`config.mk`:
```
export PLATFORM = sky130hd
export DESIGN_NAME = frame_burst_uploader
export DESIGN_NICKNAME = d
export VERILOG_FILES = /design/src/rtl/frame_uploader_pkg.sv /design/src/rtl/burst_pack_buffer.sv /design/src/rtl/frame_burst_uploader.sv
export SDC_FILE = /design/constraint.sdc
export NUM_CORES = 1
export LEC_CHECK = 0
export BUFFER_PORTS_ARGS = -buffer_cell sky130_fd_sc_hd__clkbuf_2
export CAP_MARGIN = 20
export CORE_MARGIN = 4
export CORE_UTILIZATION = 35
export DETAILED_ROUTE_END_ITERATION = 6
export GPL_TIMING_DRIVEN = 1
export PLACE_DENSITY_LB_ADDON = 0.25
export SYNTH_ARGS = -nofsm -noshare
export SYNTH_HDL_FRONTEND = slang
export SYNTH_SLANG_ARGS = --single-unit
```
`constraint.sdc`:
```
create_clock -name clk -period 13.4 [get_ports clk]
set_input_delay 1.34 -clock clk [delete_from_list [all_inputs] [get_ports clk]]
set_output_delay 1.34 -clock clk [all_outputs]
set_load 0.01 [all_outputs]
```
`src/rtl/frame_uploader_pkg.sv`:
```
// Shared types and constants for the frame burst uploader.
// Latency: n/a (types and constants only).
// Backpressure: n/a.
package frame_uploader_pkg;

    typedef enum logic [2:0] {
        IDLE,
        WAIT_FRAME,
        WAIT_ROW,
        FILL,
        REQ,
        WRITE,
        DONE
    } t_state;

    // Marker codes carried in the low bits of a queue entry whose MSB is set.
    localparam int MARKER_FRAME_START = 0;
    localparam int MARKER_ROW_START   = 1;

    // Pixels packed into one memory word.
    function automatic int calc_ppw(input int data_width, input int pixel_width);
        return data_width / pixel_width;
    endfunction

endpackage

```
`src/rtl/burst_pack_buffer.sv`:
```
// Packs pixels into memory words and holds one burst of words for readout.
// Latency: a word is readable the cycle after its last pixel; read data is registered, 1 cycle after rd_vld.
// Backpressure: none internally; the owner stops pushing once fill_last fires and clears after the burst.
//
// Ports:
//   clk, reset_n   clock, asynchronous active-low reset
//   pix_vld/_dat   push one pixel (first pixel of a word lands in the LSBs)
//   flush          close the partial word (zero padded); unwritten words read back as zero
//   clear          empty the buffer for the next burst
//   fill_last      the pixel pushed this cycle completes the burst
//   buf_empty      no pixel held, no word written
//   rd_vld/rd_idx  read request for word rd_idx; rd_dat valid next cycle
module burst_pack_buffer
    import frame_uploader_pkg::*;
#(
    parameter int DATA_WIDTH  = 32,
    parameter int PIXEL_WIDTH = 16,
    parameter int BURST_WORDS = 8
) (
    input  logic                           clk,
    input  logic                           reset_n,
    input  logic                           pix_vld,
    input  logic [PIXEL_WIDTH-1:0]         pix_dat,
    input  logic                           flush,
    input  logic                           clear,
    output logic                           fill_last,
    output logic                           buf_empty,
    input  logic                           rd_vld,
    input  logic [$clog2(BURST_WORDS)-1:0] rd_idx,
    output logic [DATA_WIDTH-1:0]          rd_dat
);

    localparam int PPW    = calc_ppw(DATA_WIDTH, PIXEL_WIDTH);
    localparam int IDX_W  = $clog2(BURST_WORDS);
    localparam int SLOT_W = (PPW > 1) ? $clog2(PPW) : 1;

    logic [DATA_WIDTH-1:0] mem [BURST_WORDS];
    logic [DATA_WIDTH-1:0] acc;
    logic [DATA_WIDTH-1:0] acc_nxt;
    logic [DATA_WIDTH-1:0] commit_word;
    logic [SLOT_W-1:0]     slot;
    logic [IDX_W:0]        wr_cnt;
    logic                  last_slot;
    logic                  commit;

    always_comb begin
        acc_nxt = acc;
        for (int k = 0; k < PPW; k++) begin
            if (slot == SLOT_W'(k)) begin
                acc_nxt[k*PIXEL_WIDTH +: PIXEL_WIDTH] = pix_dat;
            end
        end
    end

    assign last_slot   = (slot == SLOT_W'(PPW - 1));
    // A flush only commits a word if it actually holds pixels; empty slots are already zero.
    assign commit      = (pix_vld && last_slot) || (!pix_vld && flush && (slot != '0));
    assign commit_word = pix_vld ? acc_nxt : acc;
    assign fill_last   = pix_vld && last_slot && (wr_cnt == (IDX_W+1)'(BURST_WORDS - 1));
    assign buf_empty   = (wr_cnt == '0) && (slot == '0);

    always_ff @(posedge clk) begin
        if (commit) begin
            mem[wr_cnt[IDX_W-1:0]] <= commit_word;
        end
    end

    always_ff @(posedge clk or negedge reset_n) begin
        if (!reset_n) begin
            acc    <= '0;
            slot   <= '0;
            wr_cnt <= '0;
        end else if (clear) begin
            acc    <= '0;
            slot   <= '0;
            wr_cnt <= '0;
        end else begin
            if (pix_vld) begin
                if (last_slot) begin
                    acc  <= '0;
                    slot <= '0;
                end else begin
                    acc  <= acc_nxt;
                    slot <= slot + SLOT_W'(1);
                end
            end else if (flush) begin
                acc  <= '0;
                slot <= '0;
            end
            if (commit) begin
                wr_cnt <= wr_cnt + (IDX_W+1)'(1);
            end
        end
    end

    // Words beyond the written count read as zero, which is how a short burst gets padded.
    always_ff @(posedge clk or negedge reset_n) begin
        if (!reset_n) begin
            rd_dat <= '0;
        end else if (rd_vld) begin
            rd_dat <= ({1'b0, rd_idx} < wr_cnt) ? mem[rd_idx] : '0;
        end
    end

endmodule

```
`src/rtl/frame_burst_uploader.sv`:
```
// Drains a FWFT pixel queue, packs pixels into words and writes a frame to memory in fixed-size bursts.
// Latency: burst request after BURST_WORDS*PPW pixels; data starts 1 cycle after write_ack, BURST_WORDS back-to-back.
// Backpressure: empty queue stalls FILL; no pops while a burst is requested/written; REQ waits on write_ack.
//
// Ports: clk/reset_n; start + base_addr begin a frame; queue_empty/queue_data/rd_en is the FWFT queue;
//   write_rq/write_ack/write_addr is the burst handshake; mem_wr_en/write_data carry the words;
//   upload_done and frame_error are 1-cycle status pulses.
// Option: define FRAME_UPLOADER_ACK_TIMEOUT_EN to abort to IDLE when write_ack does not arrive within ACK_TIMEOUT cycles.
module frame_burst_uploader
    import frame_uploader_pkg::*;
#(
    parameter int DATA_WIDTH   = 32,
    parameter int PIXEL_WIDTH  = 16,
    parameter int BURST_WORDS  = 8,
    parameter int ADDR_WIDTH   = 21,
    parameter int FRAME_WIDTH  = 640,
    parameter int FRAME_HEIGHT = 480,
    parameter int ACK_TIMEOUT  = 1024
) (
    input  logic                   clk,
    input  logic                   reset_n,
    input  logic                   start,
    input  logic [ADDR_WIDTH-1:0]  base_addr,
    input  logic                   queue_empty,
    input  logic [PIXEL_WIDTH:0]   queue_data,
    output logic                   rd_en,
    output logic                   write_rq,
    input  logic                   write_ack,
    output logic [ADDR_WIDTH-1:0]  write_addr,
    output logic                   mem_wr_en,
    output logic [DATA_WIDTH-1:0]  write_data,
    output logic                   upload_done,
    output logic                   frame_error
);

    localparam int          PPW      = calc_ppw(DATA_WIDTH, PIXEL_WIDTH);
    localparam int          IDX_W    = $clog2(BURST_WORDS);
    localparam logic [10:0] COL_STEP = 11'(BURST_WORDS * PPW);
    localparam logic [10:0] COL_LAST = 11'(FRAME_WIDTH);
    localparam logic [10:0] ROW_LAST = 11'(FRAME_HEIGHT);
    localparam logic [IDX_W-1:0] LAST_IDX = IDX_W'(BURST_WORDS - 1);

    if (DATA_WIDTH % PIXEL_WIDTH != 0) begin : g_bad_dw
        $error("DATA_WIDTH must be a multiple of PIXEL_WIDTH");
    end
    if (BURST_WORDS < 2 || BURST_WORDS > 32 || (BURST_WORDS & (BURST_WORDS - 1)) != 0) begin : g_bad_bw
        $error("BURST_WORDS must be a power of 2 in 2..32");
    end
    if (FRAME_WIDTH % (BURST_WORDS * PPW) != 0) begin : g_bad_fw
        $error("FRAME_WIDTH must be a multiple of BURST_WORDS*PPW");
    end
    if (ACK_TIMEOUT < 1) begin : g_bad_to
        $error("ACK_TIMEOUT must be at least 1");
    end

    t_state                state;
    logic [ADDR_WIDTH-1:0] base_q;
    logic [ADDR_WIDTH-1:0] addr_q;
    logic [10:0]           col_q;
    logic [10:0]           row_q;
    logic [10:0]           row_nxt;
    logic [10:0]           col_nxt;
    logic [IDX_W-1:0]      rd_ptr;
    logic                  flushed_q;   // current burst was closed early by a marker
    logic                  flush_fs_q;  // ...and that marker was FRAME_START

    logic head_vld, head_fs, head_rs, head_pix;
    logic pix_vld, buf_flush, buf_clear, buf_rd_vld, fill_last, buf_empty;
    logic [IDX_W-1:0] buf_rd_idx;
    logic to_hit;

    always_comb begin
        head_vld = !queue_empty;
        head_pix = head_vld && !queue_data[PIXEL_WIDTH];
        head_fs  = head_vld && queue_data[PIXEL_WIDTH]
                   && (queue_data[PIXEL_WIDTH-1:0] == PIXEL_WIDTH'(MARKER_FRAME_START));
        head_rs  = head_vld && queue_data[PIXEL_WIDTH]
                   && (queue_data[PIXEL_WIDTH-1:0] == PIXEL_WIDTH'(MARKER_ROW_START));
    end

    // rd_en is decoded from the registered state and the queue head so one entry can pop every cycle.
    // In FILL a frame/row marker stays at the head until the partial burst has been written.
    always_comb begin
        rd_en = 1'b0;
        case (state)
            WAIT_FRAME, WAIT_ROW: rd_en = head_vld;
            FILL:                 rd_en = head_vld && !head_fs && !head_rs;
            default:              rd_en = 1'b0;
        endcase
    end

    assign pix_vld    = (state == FILL) && head_pix;
    assign buf_flush  = (state == FILL) && (head_fs || head_rs) && !buf_empty;
    assign buf_clear  = ((state == WRITE) && (rd_ptr == LAST_IDX)) || to_hit;
    // Word 0 is fetched in the ack cycle so data is ready the cycle mem_wr_en rises.
    assign buf_rd_vld = ((state == REQ) && write_ack) || (state == WRITE);
    assign buf_rd_idx = (state == WRITE) ? rd_ptr + IDX_W'(1) : '0;
    assign row_nxt    = row_q + 11'd1;
    assign col_nxt    = col_q + COL_STEP;
    assign write_addr = addr_q;

`ifdef FRAME_UPLOADER_ACK_TIMEOUT_EN
    localparam int TO_W = $clog2(ACK_TIMEOUT + 1);
    logic [TO_W-1:0] to_cnt;

    assign to_hit = (state == REQ) && !write_ack && (to_cnt == TO_W'(ACK_TIMEOUT - 1));

    always_ff @(posedge clk or negedge reset_n) begin
        if (!reset_n) begin
            to_cnt <= '0;
        end else if (state == REQ) begin
            to_cnt <= to_cnt + TO_W'(1);
        end else begin
            to_cnt <= '0;
        end
    end
`else
    assign to_hit = 1'b0;
`endif

    burst_pack_buffer #(
        .DATA_WIDTH  (DATA_WIDTH),
        .PIXEL_WIDTH (PIXEL_WIDTH),
        .BURST_WORDS (BURST_WORDS)
    ) u_buf (
        .clk       (clk),
        .reset_n   (reset_n),
        .pix_vld   (pix_vld),
        .pix_dat   (queue_data[PIXEL_WIDTH-1:0]),
        .flush     (buf_flush),
        .clear     (buf_clear),
        .fill_last (fill_last),
        .buf_empty (buf_empty),
        .rd_vld    (buf_rd_vld),
        .rd_idx    (buf_rd_idx),
        .rd_dat    (write_data)
    );

    always_ff @(posedge clk or negedge reset_n) begin
        if (!reset_n) begin
            state       <= IDLE;
            base_q      <= '0;
            addr_q      <= '0;
            col_q       <= '0;
            row_q       <= '0;
            rd_ptr      <= '0;
            flushed_q   <= 1'b0;
            flush_fs_q  <= 1'b0;
            write_rq    <= 1'b0;
            mem_wr_en   <= 1'b0;
            upload_done <= 1'b0;
            frame_error <= 1'b0;
        end else begin
            upload_done <= 1'b0;
            frame_error <= 1'b0;
            case (state)
                IDLE: begin
                    if (start) begin
                        base_q <= base_addr;
                        addr_q <= base_addr;
                        state  <= WAIT_FRAME;
                    end
                end
                WAIT_FRAME: begin
                    if (head_fs) begin
                        row_q <= '0;
                        state <= WAIT_ROW;
                    end
                end
                WAIT_ROW: begin
                    if (head_rs) begin
                        col_q <= '0;
                        state <= FILL;
                    end else if (head_fs) begin
                        row_q       <= '0;
                        addr_q      <= base_q;
                        frame_error <= 1'b1;
                    end
                end
                FILL: begin
                    if (head_fs || head_rs) begin
                        frame_error <= 1'b1;
                        if (buf_empty) begin
                            // Nothing buffered: close the row (or defer a frame restart to WAIT_ROW).
                            col_q <= '0;
                            if (head_fs) begin
                                state <= WAIT_ROW;
                            end else begin
                                row_q <= row_nxt;
                                if (row_nxt == ROW_LAST) begin
                                    upload_done <= 1'b1;
                                    state       <= DONE;
                                end else begin
                                    state <= WAIT_ROW;
                                end
                            end
                        end else begin
                            flushed_q  <= 1'b1;
                            flush_fs_q <= head_fs;
                            write_rq   <= 1'b1;
                            state      <= REQ;
                        end
                    end else if (fill_last) begin
                        write_rq <= 1'b1;
                        state    <= REQ;
                    end
                end
                REQ: begin
                    if (write_ack) begin
                        write_rq  <= 1'b0;
                        mem_wr_en <= 1'b1;
                        rd_ptr    <= '0;
                        state     <= WRITE;
                    end else if (to_hit) begin
                        write_rq    <= 1'b0;
                        frame_error <= 1'b1;
                        flushed_q   <= 1'b0;
                        flush_fs_q  <= 1'b0;
                        state       <= IDLE;
                    end
                end
                WRITE: begin
                    if (rd_ptr == LAST_IDX) begin
                        mem_wr_en  <= 1'b0;
                        addr_q     <= addr_q + ADDR_WIDTH'(BURST_WORDS);
                        flushed_q  <= 1'b0;
                        flush_fs_q <= 1'b0;
                        if (flush_fs_q) begin
                            // The pending FRAME_START is popped and handled by WAIT_ROW.
                            col_q <= '0;
                            state <= WAIT_ROW;
                        end else if (flushed_q || (col_nxt == COL_LAST)) begin
                            col_q <= '0;
                            row_q <= row_nxt;
                            if (row_nxt == ROW_LAST) begin
                                upload_done <= 1'b1;
                                state       <= DONE;
                            end else begin
                                state <= WAIT_ROW;
                            end
                        end else begin
                            col_q <= col_nxt;
                            state <= FILL;
                        end
                    end else begin
                        rd_ptr <= rd_ptr + IDX_W'(1);
                    end
                end
                DONE: begin
                    state <= IDLE;
                end
                default: begin
                    state <= IDLE;
                end
            endcase
        end
    end

endmodule

```
==> impl_results.md <==
- Type of the most critical hold path: flop to flop
- Clock Tree Buf Depth: 3
- Internal power: 2510 uW
- Crit path time final: 4.57 ns
- Root Driver: clkbuf_16
- Clock power frac: 32.8%
- Reg power frac: 45.8%
- Nets@finish: 1542
- Vias: 11600
- Pins Over Slew Limit: 0
- Placed Cells: 2106
- Reg2reg path depth: 12
- H-tree levels: 2
- Critical Path RT: 12.06 ns
- Layout Cells excl Fill: 2188
- Synthesis-to-finish area growth: 15.6%
- Slowest CP cell: nor4_2
- Grt ovf: 0
- Largest net degree at the start of global routing: 79
- DR pass1 iterations: 5
- Max Clock Freq: 0.219 GHz
- Net Sw Power: 1150 uW
- Vias in the first global route: 11600
- Routed len/inst: 20.6 um
- Final setup vio count: 0
- RSZ-0062 raised after global routing: no
- Post-Syn Area: 17300 um2
- CP dominant cell by count: clkbuf_2
- DRC: 0
- Mapped Cells: 1405
- Top FF cell, synth: edfxtp_1
- Pre-CTS setup slack: 8.72 ns
- Part of the Yosys area used for sequential elements: 64.7%
- Total number of yosys warnings: 0
- DP Area: 18600 um2
- Tot Pwr: 3660 uW
- Initial antenna violation count: 1
- First-pass GRT wire length: 69900 um
- # hold bufs at CTS: 0
- Critical path's largest stage delay: 0.71 ns
- Die width: 231 um
- Endpoints failing hold: 0
- Layout cell share with drive strength beyond 1: 18.5%
- Rows: 81
- Clock-pin slew on the worst setup and hold paths: 0.06 ns
- Power per cell area: 182 nW/um2
- Startpoint Class: input port
- Final instance area: 20100 um2
- Sw frac: 31.4%
- Initial core utilization: 35.4%
- Status: finished, final reports clean
- Die height: 231 um
- Most common cell after layout, fill and taps aside: edfxtp_1
- Setup ws final: 8.83 ns
- Max-Cap Viols: 0
- Gr usage total: 16.8%
- Leakage power of the design: 0.00778 uW
- Arrival @ worst endpoint: 3.23 ns
- GP Congestion: 0.822
- CTS tree: built
- Vias per cell: 5.31
- Post-DP HPWL: 27300 um
- Latest clock arrival within the worst-skew pair: 0.58 ns
- Final worst-path cycle share: 34.1%
- Flop2flop setup slack: 8.95 ns
- FF+latch count, synth: 397
- IO Port Bufs: 100
- Post-CTS Resized: 0
- CP Class: input port to output port
- Drt total wl: 45000 um
- Setup_tns: 0 ns
- Post-synth EDFFs: 256
- Num CTS Buffers: 44
- Net Count, Synth: 1459
- Maximum VDD drop: 0.000119 V
- Mean post-synth cell area: 12.3 um2
- Slew @ Worst Pin: 1.11 ns
- I/O pin cnt: 101
- ANT nets after route: 0
- Synth unique cells: 70
- Commonest cells after routing, fill and taps aside: 256 x edfxtp_1, 200 x nand2_1, 140 x dfrtp_1, 99 x clkbuf_2, 63 x nand3_1
- Logic pwr share: 21.4%
- Clk sinks: 397
- DR iter-0 viols: 953
- Core area: 49000 um2
- Crit-path max FO: 10
- Relative slew margins: 25.7%
- Clock skew: 0.0336 ns
- Hold depth: 2
- Critical path endpoint category: output port
- Full die area: 53200 um2
- CP cell instances: clkbuf_2, nor4_2, nand3_1, or2_1, nor2_1, nor4_1, clkbuf_2
- Post-CTS setup repair buffer count: 0
- Synth async-reset ratio: 35.5%
cell families (layout without fill, tap and decap cells):
logic type	Yosys count	after routing	synth area share, %
compound gates	314	314	12.3
xor+xnor	4	4	0.202
fa+ha+maj	11	11	0.794
buf+inv	109	227	2.51
flops	397	397	64.7
mux	109	109	6.69
other cells	0	1	0
simple gates	461	461	12.8
metrics by stage:
step	hold slack (ns)	utilization, %
after global routing	0.499	41.0
after CTS	0.485	41.0
final	0.482	41.0
after detailed placement	0.468	38.0
after global placement	0.465	38.0
after floorplan	0.447	-
sequential cells by signal, summed over array words and instances (netlist names):
| signal | cells |
|---|---|
| flush_fs_q | 1 |
| base_q | 21 |
| u_buf.last_slot | 1 |
| write_rq | 1 |
| u_buf.mem | 256 |
| u_buf.wr_cnt | 4 |
| u_buf.rd_dat | 32 |
| write_addr | 21 |
| u_buf.acc | 32 |
| col_q | 7 |
| rd_ptr | 3 |
| frame_error | 1 |
| row_q | 11 |
| mem_wr_en | 1 |
| state | 3 |
| flushed_q | 1 |
| upload_done | 1 |
worst max-delay path, delay by kind of cell:
kind | cells | cell delay [ns]
simple gates | 5 | 1.61
buf+inv | 2 | 0.28
worst paths after layout:
path | from | end
worst max register to register | rd_ptr[0] | u_buf.rd_dat[29]
worst min register to register | u_buf.rd_dat[14] | u_buf.rd_dat[14]
worst min-delay path | u_buf.rd_dat[14] | u_buf.rd_dat[14]
min in group asynchronous | reset_n | row_q[5]
worst max-delay path | queue_data[7] | rd_en
max in group asynchronous | reset_n | u_buf.wr_cnt[2]
layer usage:
metal	global-route usage (%)	share of wire (%)
met5	0	0
met4	5.33	2.5
met3	2.58	4.4
met2	27.5	48
met1	23.1	45
synth_stat cells, drive strengths merged (3+ instances only):
cell	count	area share, %
edfxtp	256	44
nand2	203	4.4
dfrtp	141	20
o21ai	82	2.4
clkbuf	65	1.4
nand3	64	1.9
nor2	56	1.2
mux2	55	3.6
mux2i	54	3.1
a31oi	47	1.7
a211oi	35	1.6
a21oi	35	1.0
nor3	27	0.78
buf	24	0.67
a22o	23	1.2
nor2b	21	0.76
o31ai	21	0.94
and2	20	0.72
inv	18	0.39
nand3b	17	0.76
a221oi	14	0.71
o211a	13	0.75
ha	11	0.79
nand4	11	0.40
nand2b	10	0.36
nor4	9	0.40
o22ai	8	0.29
nor4b	5	0.41
o2bb2ai	5	0.25
or2	5	0.18
and3	4	0.14
o21a	4	0.17
xnor2	4	0.20
a211o	3	0.16
a21o	3	0.13
a222oi	3	0.17
a22oi	3	0.13
o211ai	3	0.13
o31a	3	0.15
or3	3	0.11
layout make-up:
cell class / instances / area, um2
fill: 4552 / 28900
sequential: 397 / 11200
multi-input combinational: 899 / 5780
clock buffer: 61 / 1210
tap: 664 / 831
timing repair buffer: 126 / 702
clock inverter: 20 / 230
inverter: 20 / 75.1
antenna: 1 / 2.50
power by group through the flow:
stage,clock network [uW],logic (uW),registers (uW)
3_3_place_gp,0,782,1690
5_1_grt,1280,870,1700
6_report,1200,784,1670
4_1_cts,1230,796,1670
2_1_floorplan,0,524,1640
3_5_place_dp,0,794,1700
No activity file was read; power rests on OpenSTA's default activity.
